[src/rtl/prog_loader_if.sv]
// Byte-stream input and instruction-memory write bus of the program loader.
// The slave view belongs to the loader; the master view belongs to whoever
// feeds the stream and observes the memory writes.
interface prog_loader_if #(
    parameter int ADDR_W = 16
);
    logic [7:0]        in_data;
    logic              in_valid;
    logic              in_ready;
    logic              imem_we;
    logic [ADDR_W-1:0] imem_addr;
    logic [15:0]       imem_wdata;

    modport master (
        output in_data,
        output in_valid,
        input  in_ready,
        input  imem_we,
        input  imem_addr,
        input  imem_wdata
    );

    modport slave (
        input  in_data,
        input  in_valid,
        output in_ready,
        output imem_we,
        output imem_addr,
        output imem_wdata
    );
endinterface

[src/rtl/prog_loader.sv]
// Program loader and run controller for the 16-bit core.
// Parses a length-prefixed byte stream into instruction-memory writes while the
// core is held in reset, keeps reset asserted for HOLD_CYCLES after loading,
// then lets the core run until a halt encoding reaches decode. From the halted
// state the next stream byte starts a new load.
module prog_loader #(
    parameter int                ADDR_W      = 16,
    parameter logic [ADDR_W-1:0] BASE_ADDR   = 16'h0000,
    parameter int                HOLD_CYCLES = 4,
    parameter logic [15:0]       HALT_A      = 16'hE000,
    parameter logic [15:0]       HALT_B      = 16'hE7FF
) (
    input  logic               clk,
    input  logic               reset,
    prog_loader_if.slave       bus,
    input  logic [15:0]        core_instr,
    output logic               core_reset,
    output logic               load_done,
    output logic               halted
);

    typedef enum logic [2:0] {
        S_HDR_HI,
        S_HDR_LO,
        S_DATA_HI,
        S_DATA_LO,
        S_HOLD,
        S_RUN,
        S_HALTED
    } state_t;

    state_t            state_q, state_d;

    logic [15:0]       n_q, n_d;          // program length in words
    logic [15:0]       k_q, k_d;          // words written so far
    logic [7:0]        hi_q, hi_d;        // pending high byte of a word
    logic [7:0]        cnt_q, cnt_d;      // drain counter while in HOLD
    logic              in_ready_q, in_ready_d;
    logic              we_q, we_d;
    logic [ADDR_W-1:0] addr_q, addr_d;
    logic [15:0]       wdata_q, wdata_d;
    logic              crst_q, crst_d;
    logic              done_q, done_d;
    logic              halt_q, halt_d;

    logic              accept;
    logic              halt_hit;
    logic              drain_end;

    assign accept    = bus.in_valid & in_ready_q;
    assign halt_hit  = (core_instr == HALT_A) || (core_instr == HALT_B);
    assign drain_end = (cnt_q == 8'(HOLD_CYCLES - 1));

    // State register
    always_ff @(posedge clk or posedge reset) begin
        if (reset) state_q <= S_HDR_HI;
        else       state_q <= state_d;
    end

    // Next-state decode: advance on accepted bytes, drain expiry or halt
    always_comb begin
        state_d = state_q;
        case (state_q)
            S_HDR_HI:  if (accept) state_d = S_HDR_LO;
            S_HDR_LO:  if (accept) state_d = ({n_q[15:8], bus.in_data} == 16'd0) ? S_HOLD : S_DATA_HI;
            S_DATA_HI: if (accept) state_d = S_DATA_LO;
            S_DATA_LO: if (accept) state_d = (k_q == n_q - 16'd1) ? S_HOLD : S_DATA_HI;
            S_HOLD:    if (drain_end) state_d = S_RUN;
            S_RUN:     if (halt_hit) state_d = S_HALTED;
            S_HALTED:  if (accept) state_d = S_HDR_LO;
            default:   state_d = S_HDR_HI;
        endcase
    end

    // Output and datapath next values; every output is registered below
    always_comb begin
        n_d     = n_q;
        k_d     = k_q;
        hi_d    = hi_q;
        cnt_d   = cnt_q;
        we_d    = 1'b0;
        addr_d  = addr_q;
        wdata_d = wdata_q;
        crst_d  = crst_q;
        done_d  = done_q;
        halt_d  = halt_q;
        case (state_q)
            S_HDR_HI:  if (accept) n_d[15:8] = bus.in_data;
            S_HDR_LO: begin
                if (accept) begin
                    n_d[7:0] = bus.in_data;
                    k_d      = 16'd0;
                    cnt_d    = 8'd0;
                end
            end
            S_DATA_HI: if (accept) hi_d = bus.in_data;
            S_DATA_LO: begin
                if (accept) begin
                    we_d    = 1'b1;
                    addr_d  = BASE_ADDR + ADDR_W'(k_q);
                    wdata_d = {hi_q, bus.in_data};
                    k_d     = k_q + 16'd1;
                    cnt_d   = 8'd0;
                end
            end
            S_HOLD: begin
                if (drain_end) begin
                    crst_d = 1'b0;
                    done_d = 1'b1;
                end else begin
                    cnt_d = cnt_q + 8'd1;
                end
            end
            S_RUN: if (halt_hit) halt_d = 1'b1;
            S_HALTED: begin
                // First header byte of the next program re-arms the core reset
                if (accept) begin
                    crst_d    = 1'b1;
                    done_d    = 1'b0;
                    halt_d    = 1'b0;
                    n_d[15:8] = bus.in_data;
                end
            end
            default: ;
        endcase
        in_ready_d = (state_d != S_HOLD) && (state_d != S_RUN);
    end

    // Registered outputs and datapath, all cleared by the async reset
    always_ff @(posedge clk or posedge reset) begin
        if (reset) begin
            n_q        <= 16'd0;
            k_q        <= 16'd0;
            hi_q       <= 8'd0;
            cnt_q      <= 8'd0;
            in_ready_q <= 1'b0;
            we_q       <= 1'b0;
            addr_q     <= BASE_ADDR;
            wdata_q    <= 16'd0;
            crst_q     <= 1'b1;
            done_q     <= 1'b0;
            halt_q     <= 1'b0;
        end else begin
            n_q        <= n_d;
            k_q        <= k_d;
            hi_q       <= hi_d;
            cnt_q      <= cnt_d;
            in_ready_q <= in_ready_d;
            we_q       <= we_d;
            addr_q     <= addr_d;
            wdata_q    <= wdata_d;
            crst_q     <= crst_d;
            done_q     <= done_d;
            halt_q     <= halt_d;
        end
    end

    assign bus.in_ready   = in_ready_q;
    assign bus.imem_we    = we_q;
    assign bus.imem_addr  = addr_q;
    assign bus.imem_wdata = wdata_q;
    assign core_reset     = crst_q;
    assign load_done      = done_q;
    assign halted         = halt_q;

endmodule
[src/flat_wrapper.sv]
// flat-port wrapper written by rule: the top's interface ports become plain ports
module prog_loader_flat 
#(
    parameter int                ADDR_W      = 16,
    parameter logic [ADDR_W-1:0] BASE_ADDR   = 16'h0000,
    parameter int                HOLD_CYCLES = 4,
    parameter logic [15:0]       HALT_A      = 16'hE000,
    parameter logic [15:0]       HALT_B      = 16'hE7FF
)
  (clk, reset, core_instr, core_reset, load_done, halted, bus_in_data, bus_in_valid, bus_in_ready, bus_imem_we, bus_imem_addr, bus_imem_wdata);
  prog_loader_if #(.ADDR_W(ADDR_W)) bus_i ();
  input  logic clk;
  input  logic reset;
  input  logic [15:0] core_instr;
  output logic core_reset;
  output logic load_done;
  output logic halted;
  input wire logic [$bits(bus_i.in_data)-1:0] bus_in_data;
  input wire logic [$bits(bus_i.in_valid)-1:0] bus_in_valid;
  output wire logic [$bits(bus_i.in_ready)-1:0] bus_in_ready;
  output wire logic [$bits(bus_i.imem_we)-1:0] bus_imem_we;
  output wire logic [$bits(bus_i.imem_addr)-1:0] bus_imem_addr;
  output wire logic [$bits(bus_i.imem_wdata)-1:0] bus_imem_wdata;
  assign bus_i.in_data = bus_in_data;
  assign bus_i.in_valid = bus_in_valid;
  assign bus_in_ready = bus_i.in_ready;
  assign bus_imem_we = bus_i.imem_we;
  assign bus_imem_addr = bus_i.imem_addr;
  assign bus_imem_wdata = bus_i.imem_wdata;
  prog_loader #(.ADDR_W(ADDR_W), .BASE_ADDR(BASE_ADDR), .HOLD_CYCLES(HOLD_CYCLES), .HALT_A(HALT_A), .HALT_B(HALT_B)) u_core (.clk(clk), .reset(reset), .bus(bus_i), .core_instr(core_instr), .core_reset(core_reset), .load_done(load_done), .halted(halted));
endmodule
[config.mk]
export PLATFORM = sky130hd
export DESIGN_NAME = prog_loader_flat
export DESIGN_NICKNAME = d
export VERILOG_FILES = /design/src/rtl/prog_loader_if.sv /design/src/rtl/prog_loader.sv /design/src/flat_wrapper.sv
export SDC_FILE = /design/constraint.sdc
export NUM_CORES = 1
export LEC_CHECK = 0
export CORE_UTILIZATION = 45
export CTS_BUF_LIST = sky130_fd_sc_hd__clkbuf_2
export CTS_CLUSTER_SIZE = 20
export DETAILED_ROUTE_END_ITERATION = 6
export PLACE_DENSITY_LB_ADDON = 0.08
export SETUP_SLACK_MARGIN = 0.02
export SLEW_MARGIN = 40
export SYNTH_ARGS = -nofsm -noshare
export SYNTH_HDL_FRONTEND = slang
export SYNTH_SLANG_ARGS = --single-unit
[constraint.sdc]
create_clock -name clk -period 3.47 [get_ports clk]
set_input_delay 0.5205 -clock clk [delete_from_list [all_inputs] [get_ports clk]]
set_output_delay 0.5205 -clock clk [all_outputs]
set_load 0.005 [all_outputs]
==> impl_metrics.env, run 1 <==
export IMPL_grt_pass1_vias=3434
export IMPL_syn_area_mm2=0.004378
export IMPL_ys_seq_area_share_pct=50.33
export IMPL_ys_seq_elements=88
export IMPL_status="finished clean"
export IMPL_fp_dieH_um=100.6
export IMPL_cp_arrival_ps=3280
export IMPL_grt_pass1_wl_um=17090
export IMPL_cts_tree="built"
export IMPL_worst_pin_slew_ps=831.4
export IMPL_pwr_share_comb_pct=33.7
export IMPL_rsz0062_at_grt="no"
export IMPL_crit_path_start_kind="flip-flop"
export IMPL_p_sw_share_pct=36.07
export IMPL_period_share_pct=82.14
export IMPL_fin_hold_ws_ps=293.9
export IMPL_yosysTopAreaCellShare_pct=49.73
export IMPL_clk_pin_slew_worst_paths_ps=250
export IMPL_cts_root_buf="clkbuf_2"
export IMPL_pin_count=64
export IMPL_postCtsSetupBuffers=0
export IMPL_hold_viol=0
export IMPL_num_vias=3599
export IMPL_drt_total_wl_um=10090
export IMPL_htree_num_levels=3
export IMPL_coreArea_mm2=0.009328
export IMPL_wl_per_cell_um=15.38
export IMPL_fin_nets=552
export IMPL_multiInputGateArea_mm2=0.002037
export IMPL_dieArea_mm2=0.01013
export IMPL_syn_nets=498
export IMPL_grt_max_degree=49
export IMPL_critical_path_class="reg2reg"
export IMPL_synthTopCellsByArea="dfrtp_1 50%, nand2_1 11%, mux2_2 5.4%, xor2_1 3.4%, xnor2_1 2.2%"
export IMPL_numCtsBuffers=9
export IMPL_cts_buffer_depth=2
export IMPL_internal_power_uw=2051
export IMPL_diodes=0
export IMPL_critical_path_top_delay_family="simple AND/OR/NAND/NOR gates"
export IMPL_reg2reg_setup_slack_ps=620
export IMPL_slowest_delay_ps=510
export IMPL_path_cells="inv_1 > ha_1 > or4b_4 > or4_1 > and4_1 > a2111o_1 > nor4_2 > a21oi_1"
export IMPL_clock_sinks=88
export IMPL_finalPower_uw=3208
export IMPL_synth_async_reset_ratio_pct=100.0
export IMPL_gr_total_overflow=0
export IMPL_setup_viol=0
export IMPL_critPathBufInv=1
export IMPL_finalSetupTns_ps=0
export IMPL_syn_to_final_growth_pct=19.78
export IMPL_die_w_um=100.6
export IMPL_syn_instance_count=468
export IMPL_ys_top_cells_by_count="128 x nand2_1, 87 x dfrtp_1, 23 x clkbuf_1"
export IMPL_slew_viol_final=0
export IMPL_holdCritPathClass="in2async"
export IMPL_synth_ff_type="dfrtp_1"
export IMPL_critPathSlowestCell="or4b_4"
export IMPL_gp_congestion=0.8614
export IMPL_drc=0
export IMPL_p_per_area_mw_per_mm2=611.8
export IMPL_drt_iter0_markers=210
export IMPL_timing_slew_headroom_pct=43.85
export IMPL_drive_above_1_share_pct=9.677
export IMPL_vias_per_cell=5.486
export IMPL_leakage_uw=0.002276
export IMPL_syn_avg_cell_area_um2=9.355
export IMPL_drtAntennaViolNets=0
export IMPL_grt_use_total_pct=21.77
export IMPL_port_buffers=63
export IMPL_detail_route_first_pass_iterations=5
export IMPL_dpl_hpwl_um=7152
export IMPL_critPathCaptureType="flip-flop"
export IMPL_cts_resized=0
export IMPL_crit_path_max_fanout=6
export IMPL_start_util_pct=46.93
export IMPL_fin_crit_ps=2850
export IMPL_ys_types=57
export IMPL_seqPwrFrac_pct=49.7
export IMPL_clockPowerShare_pct=16.6
export IMPL_rows=35
export IMPL_required_ps=3900
export IMPL_ir_drop_mv=0.3143
export IMPL_cts_hold_buffers=0
export IMPL_p_sw_uw=1157
export IMPL_clock_skew_ps=23.39
export IMPL_yosysMostFrequentCell="nand2_1"
export IMPL_max_clock_freq_mhz=350.9
export IMPL_clock_latency_ps=540
export IMPL_synth_edf_count=0
export IMPL_drv_cap=0
export IMPL_yosysTopAreaCell="dfrtp_1"
export IMPL_n_fill_cell=890
export IMPL_yosysWarnings=0
export IMPL_grt_antenna_before_repair=0
export IMPL_ff_latch_area_mm2=0.002203
power groups by stage:
stage / registers (µW) / clock network [µW] / logic, µW
after floorplan: 1470 / 0 / 805
after global placement: 1610 / 0 / 1060
after detailed placement: 1610 / 0 / 1090
after CTS: 1590 / 553 / 1100
after global routing: 1650 / 592 / 1220
final: 1590 / 533 / 1080
layout by cell type (no fill, tap or decap), drive strengths merged, types with 5 or more instances in the layout:
| master | instances |
|---|---|
| nor2 | 21 |
| o31ai | 6 |
| nand4 | 12 |
| xnor2 | 11 |
| a21oi | 9 |
| o21ai | 13 |
| clkinv | 5 |
| nor4 | 11 |
| mux2 | 21 |
| inv | 7 |
| nand3 | 14 |
| xor2 | 17 |
| nand2 | 128 |
| nor3 | 12 |
| clkbuf | 10 |
| buf | 6 |
| nand2b | 5 |
| clkdlybuf4s50 | 63 |
| dfrtp | 87 |
cell type report:
type	count	area share, %
flip-flops and latches	88	42.02
repair buffers	69	13.12
multi-input cells	346	38.85
clock buffers	10	0.9544
inverters	8	0.6681
clock inverters	6	1.312
well taps	129	3.078
state kept, by name, indices dropped and copies added (netlist names):
signal                 cells
u_core.bus.imem_addr      16
u_core.bus.imem_wdata     16
u_core.k_q                16
u_core.n_q                16
u_core.cnt_q               8
u_core.hi_q                8
u_core.state_q             3
u_core.bus.imem_we         1
u_core.bus.in_ready        1
u_core.core_reset          1
u_core.halted              1
u_core.load_done           1
stage by stage:
step           instances  area, µm²  util [%]  worst slack [ps]
6_report             656       5244     56.22             619.9
3_3_place_gp         640       5121     54.90             748.9
2_1_floorplan        468       4378         -             672.6
5_1_grt              656       5244     56.22             513.2
4_1_cts              656       5244     56.22             628.5
3_5_place_dp         640       5125     54.94             676.1
worst register-to-register path, stage by stage (launching register included):
cell and delay (ps):
dfrtp_1 480, inv_1 90, ha_1 230, or4b_4 510, or4_1 510, and4_1 170
a2111o_1 300, nor4_2 330, a21oi_1 130
routing by layer:
layer  track usage [%]  routed length, µm  vias up
met1             30.07               4765     1785
met2             35.51               4873       70
met4             6.355                 95        0
met3             3.467                352        9
met5                 0                  0        -
li1                  -                  -     1735
final timing paths:
check / startpoint / end / cells after the start
max reg2reg: u_core.n_q[0]$_DFFE_PP0P_ / u_core.bus.in_ready$_DFF_PP0_ / 8
min: reset / u_core.bus.imem_addr[9]$_DFFE_PP0P_ / 2
min reg2reg: u_core.hi_q[2]$_DFFE_PP0P_ / u_core.bus.imem_wdata[10]$_DFFE_PP0P_ / 2
max: u_core.n_q[0]$_DFFE_PP0P_ / u_core.bus.in_ready$_DFF_PP0_ / 8
min in group clk: u_core.hi_q[2]$_DFFE_PP0P_ / u_core.bus.imem_wdata[10]$_DFFE_PP0P_ / 2
max in group asynchronous: reset / u_core.n_q[7]$_DFFE_PP0P_ / 3
kinds of logic (layout without fill, tap and decap cells):
family	after synthesis	count (layout)	share of synthesized area, %
AO/OA/AOI/OAI	56	56	8.631
adder cells (fa/ha/maj)	3	3	0.8575
buffers and inverters	34	93	3.144
XOR/XNOR	28	28	5.601
AND/OR/NAND/NOR	238	238	26.04
flip-flops	88	88	50.33
multiplexers	21	21	5.402
No activity file was read; power rests on OpenSTA's default activity.
==> inputs of run 2 (changes only) <==
==> constraint.sdc (replaced) <==
create_clock -name clk -period 2.8 [get_ports clk]
set_input_delay 0.42 -clock clk [delete_from_list [all_inputs] [get_ports clk]]
set_output_delay 0.42 -clock clk [all_outputs]
set_load 0.005 [all_outputs]
==> impl_metrics.env, run 2 (synthesis gave the netlist of run 1 again) <==
export IMPL_final_common_cell="nand2_1"
export IMPL_rows=35
export IMPL_hold_viol=0
export IMPL_dieArea_mm2=0.01013
export IMPL_final_cell_mix="128 x nand2_1, 87 x dfrtp_1, 63 x clkdlybuf4s50_1"
export IMPL_num_vias=3634
export IMPL_clockPowerShare_pct=14.9
export IMPL_reg2reg_setup_slack_ps=140
export IMPL_port_buffers=63
export IMPL_p_per_area_mw_per_mm2=750.8
export IMPL_worstReg2RegStart="u_core.n_q[1]$_DFFE_PP0P_"
export IMPL_pwr_share_comb_pct=37.4
export IMPL_ir_drop_mv=0.4439
export IMPL_clock_latency_ps=560
export IMPL_grt_use_total_pct=22.42
export IMPL_finalNonFillerCells=674
export IMPL_start_util_pct=46.93
export IMPL_syn_to_final_growth_pct=23.12
export IMPL_gp_congestion=0.8455
export IMPL_cts_buffer_depth=2
export IMPL_cts_hold_buffers=0
export IMPL_max_clock_freq_mhz=376.0
export IMPL_critical_path_top_delay_family="simple AND/OR/NAND/NOR gates"
export IMPL_clock_skew_ps=25.54
export IMPL_grt_pass1_wl_um=17410
export IMPL_finalSetupTns_ps=0
export IMPL_vias_per_cell=5.392
export IMPL_p_sw_uw=1508
export IMPL_critPathCaptureType="flip-flop"
export IMPL_diodes=0
export IMPL_rr_endpoint="u_core.state_q[1]$_DFF_PP0_"
export IMPL_wl_per_cell_um=15.54
export IMPL_holdCritPathClass="in2async"
export IMPL_status="finished clean"
export IMPL_htree_num_levels=3
export IMPL_path_cells="inv_2 > ha_4 > or4b_4 > or4_1 > and4_1 > a2111o_1 > nor4_4 > a31oi_1"
export IMPL_pin_count=64
export IMPL_critical_path_class="reg2reg"
export IMPL_clk_pin_slew_worst_paths_ps=260
export IMPL_detail_route_first_pass_iterations=4
export IMPL_fp_dieH_um=100.6
export IMPL_crit_path_max_fanout=4
export IMPL_numCtsBuffers=9
export IMPL_cts_root_buf="clkbuf_2"
export IMPL_die_w_um=100.6
export IMPL_period_share_pct=94.98
export IMPL_grt_antenna_before_repair=0
export IMPL_drt_iter0_markers=144
export IMPL_place_ws_ps=39.41
export IMPL_critPathSlowestCell="dfrtp_1"
export IMPL_drc=0
export IMPL_drt_total_wl_um=10480
export IMPL_setup_ws_ps=140.4
export IMPL_clock_sinks=88
export IMPL_cts_tree="built"
export IMPL_gr_total_overflow=0
export IMPL_drv_cap=0
export IMPL_required_ps=3260
export IMPL_startpoint="u_core.n_q[1]$_DFFE_PP0P_"
export IMPL_timing_slew_headroom_pct=52.71
export IMPL_setup_viol=0
export IMPL_seqPwrFrac_pct=47.7
export IMPL_coreArea_mm2=0.009328
export IMPL_slowest_delay_ps=470
export IMPL_drive_above_1_share_pct=13.03
export IMPL_grt_max_degree=40
export IMPL_cp_arrival_ps=3120
export IMPL_fin_crit_ps=2660
export IMPL_slew_viol_final=0
export IMPL_crit_path_start_kind="flip-flop"
export IMPL_rsz0062_at_grt="no"
export IMPL_fin_nets=570
export IMPL_leakage_uw=0.002362
export IMPL_worst_pin_slew_ps=708.5
export IMPL_critPathBufInv=1
export IMPL_dp_cells=655
export IMPL_drtAntennaViolNets=0
export IMPL_p_sw_share_pct=37.27
export IMPL_worstRegToRegCells=8
export IMPL_internal_power_uw=2539
export IMPL_dpl_hpwl_um=7540
export IMPL_grt_pass1_vias=3475
==> run 2: area by class of cell <==
type | instances | area [µm²]
clock buffer | 9 | 45.04
clock inverter | 7 | 55.05
fill | 871 | 3938
inverter | 8 | 31.28
multi-input combinational | 346 | 2058
sequential | 88 | 2203
tap | 129 | 161.4
timing repair buffer | 87 | 835.8
==> run 2: routing by layer <==
layer / GRT usage (%) / routed length [µm] / up-vias
met3: 5.409 / 523 / 14
met4: 7.135 / 157 / 0
li1: - / - / 1778
met1: 29.63 / 4796 / 1757
met5: 0 / 0 / -
met2: 36.41 / 4999 / 85
==> run 2: power groups by stage <==
stage               clock network, µW  registers [µW]  logic (µW)
detailed placement                  0            1950        1460
CTS                               624            1920        1470
global placement                    0            1940        1430
floorplan                           0            1820         997
global route                      676            1980        1670
finish                            601            1930        1510
==> run 2: per-stage QoR <==
stage	hold slack [ps]	util, %	total power [µW]	instance area, µm²
2_1_floorplan	434.8	-	2821	4378
3_3_place_gp	452.4	56.24	3366	5246
3_5_place_dp	459.5	56.24	3408	5246
4_1_cts	207.5	57.41	4024	5355
5_1_grt	246.1	57.79	4333	5390
6_report	231.5	57.79	4047	5390
==> run 2: worst max-delay path by stage <==
stage	to	slack (ps)	cells past startpoint
detailed placement	u_core.state_q[1]$_DFF_PP0_	40	8
floorplan	u_core.bus.imem_addr[0]$_DFFE_PP0P_	100	1
global placement	u_core.state_q[1]$_DFF_PP0_	130	8
CTS	u_core.state_q[1]$_DFF_PP0_	40	8
global route	u_core.state_q[1]$_DFF_PP0_	60	8
finish	u_core.state_q[1]$_DFF_PP0_	140	8
==> run 2: worst reg2reg max path, cell delays in order (launching register included) <==
cell	delay (ps)
dfrtp_1	470
inv_2	90
ha_4	150
or4b_4	470
or4_1	400
and4_1	170
a2111o_1	390
nor4_4	300
a31oi_1	130
==> run 2: repair_timing <==
item | CTS | global route
setup endpoints to repair | 3 | 3
endpoints found under the hold margin | 0 | 0
gates resized for setup | 1 | 4
gates cloned | 0 | 0
pin swaps | 0 | 5
setup buffers | 0 | 3
==> inputs of run 3 (changes only) <==
--- a/config.mk
+++ b/config.mk
@@ -9,6 +9,7 @@
 export CTS_BUF_LIST = sky130_fd_sc_hd__clkbuf_2
 export CTS_CLUSTER_SIZE = 20
 export DETAILED_ROUTE_END_ITERATION = 6
+export GPL_TIMING_DRIVEN = 0
 export PLACE_DENSITY_LB_ADDON = 0.08
 export SETUP_SLACK_MARGIN = 0.02
 export SLEW_MARGIN = 40
==> impl_metrics.env, run 3 (synthesis gave the netlist of run 1 again) <==
export IMPL_status="finished clean"
export IMPL_final_cell_mix="128 x nand2_1, 87 x dfrtp_1, 63 x clkdlybuf4s50_1"
export IMPL_cts_tree="built"
export IMPL_htree_num_levels=3
export IMPL_detail_route_first_pass_iterations=4
export IMPL_grt_pass1_wl_um=18020
export IMPL_crit_path_max_fanout=10
export IMPL_required_ps=3260
export IMPL_clock_latency_ps=560
export IMPL_max_clock_freq_mhz=378.7
export IMPL_gr_total_overflow=0
export IMPL_gr_usage_met1_pct=30.42
export IMPL_drv_cap=0
export IMPL_rsz0062_at_grt="no"
export IMPL_period_share_pct=94.31
export IMPL_finalPower_uw=4225
export IMPL_die_w_um=100.6
export IMPL_drt_total_wl_um=10850
export IMPL_grt_pass1_vias=3679
export IMPL_crit_path_start_kind="flip-flop"
export IMPL_critical_path_class="reg2reg"
export IMPL_cts_hold_buffers=0
export IMPL_num_vias=3683
export IMPL_numCtsBuffers=9
export IMPL_finalNonFillerCells=682
export IMPL_grt_antenna_before_repair=0
export IMPL_diodes=0
export IMPL_setup_viol=0
export IMPL_fin_nets=578
export IMPL_start_util_pct=46.93
export IMPL_grt_use_total_pct=22.97
export IMPL_dieArea_mm2=0.01013
export IMPL_setup_ws_ps=159.3
export IMPL_place_ws_ps=-122.2
export IMPL_drtAntennaViolNets=0
export IMPL_n_fill_cell=857
export IMPL_syn_to_final_growth_pct=23.72
export IMPL_clock_skew_ps=35.58
export IMPL_cts_buffer_depth=2
export IMPL_port_buffers=63
export IMPL_drive_above_1_share_pct=11.21
export IMPL_grt_max_degree=46
export IMPL_worst_pin_slew_ps=723.6
export IMPL_grt_busiest_layer="met2"
export IMPL_grt_use_met2_pct=37.04
export IMPL_met3_usage_pct=5.340
export IMPL_wl_per_cell_um=15.90
export IMPL_holdCritPathClass="in2async"
export IMPL_fp_dieH_um=100.6
export IMPL_clock_sinks=88
export IMPL_ir_drop_mv=0.4727
export IMPL_final_common_cell="nand2_1"
export IMPL_hold_viol=0
export IMPL_timing_slew_headroom_pct=51.58
export IMPL_coreArea_mm2=0.009328
export IMPL_slew_viol_final=0
export IMPL_dp_cells=661
export IMPL_drc=0
export IMPL_clk_pin_slew_worst_paths_ps=270
export IMPL_p_per_area_mw_per_mm2=780.0
export IMPL_dpl_hpwl_um=7632
export IMPL_vias_per_cell=5.400
export IMPL_drt_iter0_markers=122
export IMPL_cts_root_buf="clkbuf_2"
export IMPL_cp_arrival_ps=3100
export IMPL_pin_count=64
export IMPL_fin_crit_ps=2641
export IMPL_gp_congestion=0.8737
export IMPL_leakage_uw=0.002339
export IMPL_critPathCaptureType="flip-flop"
export IMPL_rows=35
==> run 3: final cells by class <==
| type | instances | area (µm²) | area share [%] |
|---|---|---|---|
| flip-flops and latches | 88 | 2203 | 40.68 |
| multi-input cells | 346 | 2088 | 38.55 |
| repair buffers | 70 | 703.2 | 12.98 |
| well taps | 129 | 161.4 | 2.980 |
| plain buffers | 25 | 103.9 | 1.917 |
| clock inverters | 7 | 76.32 | 1.409 |
| clock buffers | 9 | 45.04 | 0.8316 |
| inverters | 8 | 35.03 | 0.6468 |
==> run 3: worst paths after layout <==
kind / from / to / slack [ps] / cells past startpoint
min in group clk: bus_in_data[4] / u_core.bus.imem_wdata[4]$_DFFE_PP0P_ / 470 / 3
worst max-delay path: u_core.n_q[6]$_DFFE_PP0P_ / u_core.bus.in_ready$_DFF_PP0_ / 160 / 6
worst min register to register: u_core.bus.imem_addr[4]$_DFFE_PP0P_ / u_core.bus.imem_addr[4]$_DFFE_PP0P_ / 500 / 2
max in group asynchronous: reset / u_core.n_q[1]$_DFFE_PP0P_ / 1990 / 3
worst max register to register: u_core.n_q[6]$_DFFE_PP0P_ / u_core.bus.in_ready$_DFF_PP0_ / 160 / 6
worst min-delay path: reset / u_core.bus.imem_addr[10]$_DFFE_PP0P_ / 190 / 2
==> run 3: what timing repair did <==
item | CTS | global route
gates resized for setup | 5 | 1
buffers inserted | 6 | 0
pin swaps | 5 | 1
endpoints found under the setup margin | 3 | 3
==> run 3: critical path: stages (launching register included) <==
cell      delay (ps)
dfrtp_1          550
or3b_2           490
or4_1            490
and4_1           180
a2111o_1         390
nor4_4           310
a21oi_1          140
==> run 3: stage by stage <==
stage / cell area [µm²] / hold WS (ps) / TNS [ps] / utilization [%]
after global placement: 5170 / 445.3 / -116560 / 55.43
final: 5416 / 187.8 / 0 / 58.07
after floorplan: 4378 / 434.8 / 0 / -
after detailed placement: 5213 / 461.7 / -1120 / 55.88
after CTS: 5396 / 160.3 / 0 / 57.85
after global routing: 5416 / 182.3 / 0 / 58.07
==> run 3: where the power goes <==
part           internal [µW]  total, µW  switching, µW
clock                    219        699            480
sequential              1590       1870            280
combinational            843       1650            810
total                   2660       4220           1570
==> run 3: routing by layer <==
layer / part of all wire, % / wire length (µm) / up-vias
li1: - / - / 1784
met1: 46 / 5026 / 1774
met2: 47 / 5083 / 106
met3: 4.6 / 503 / 19
met4: 2.1 / 232 / 0
met5: 0 / 0 / -
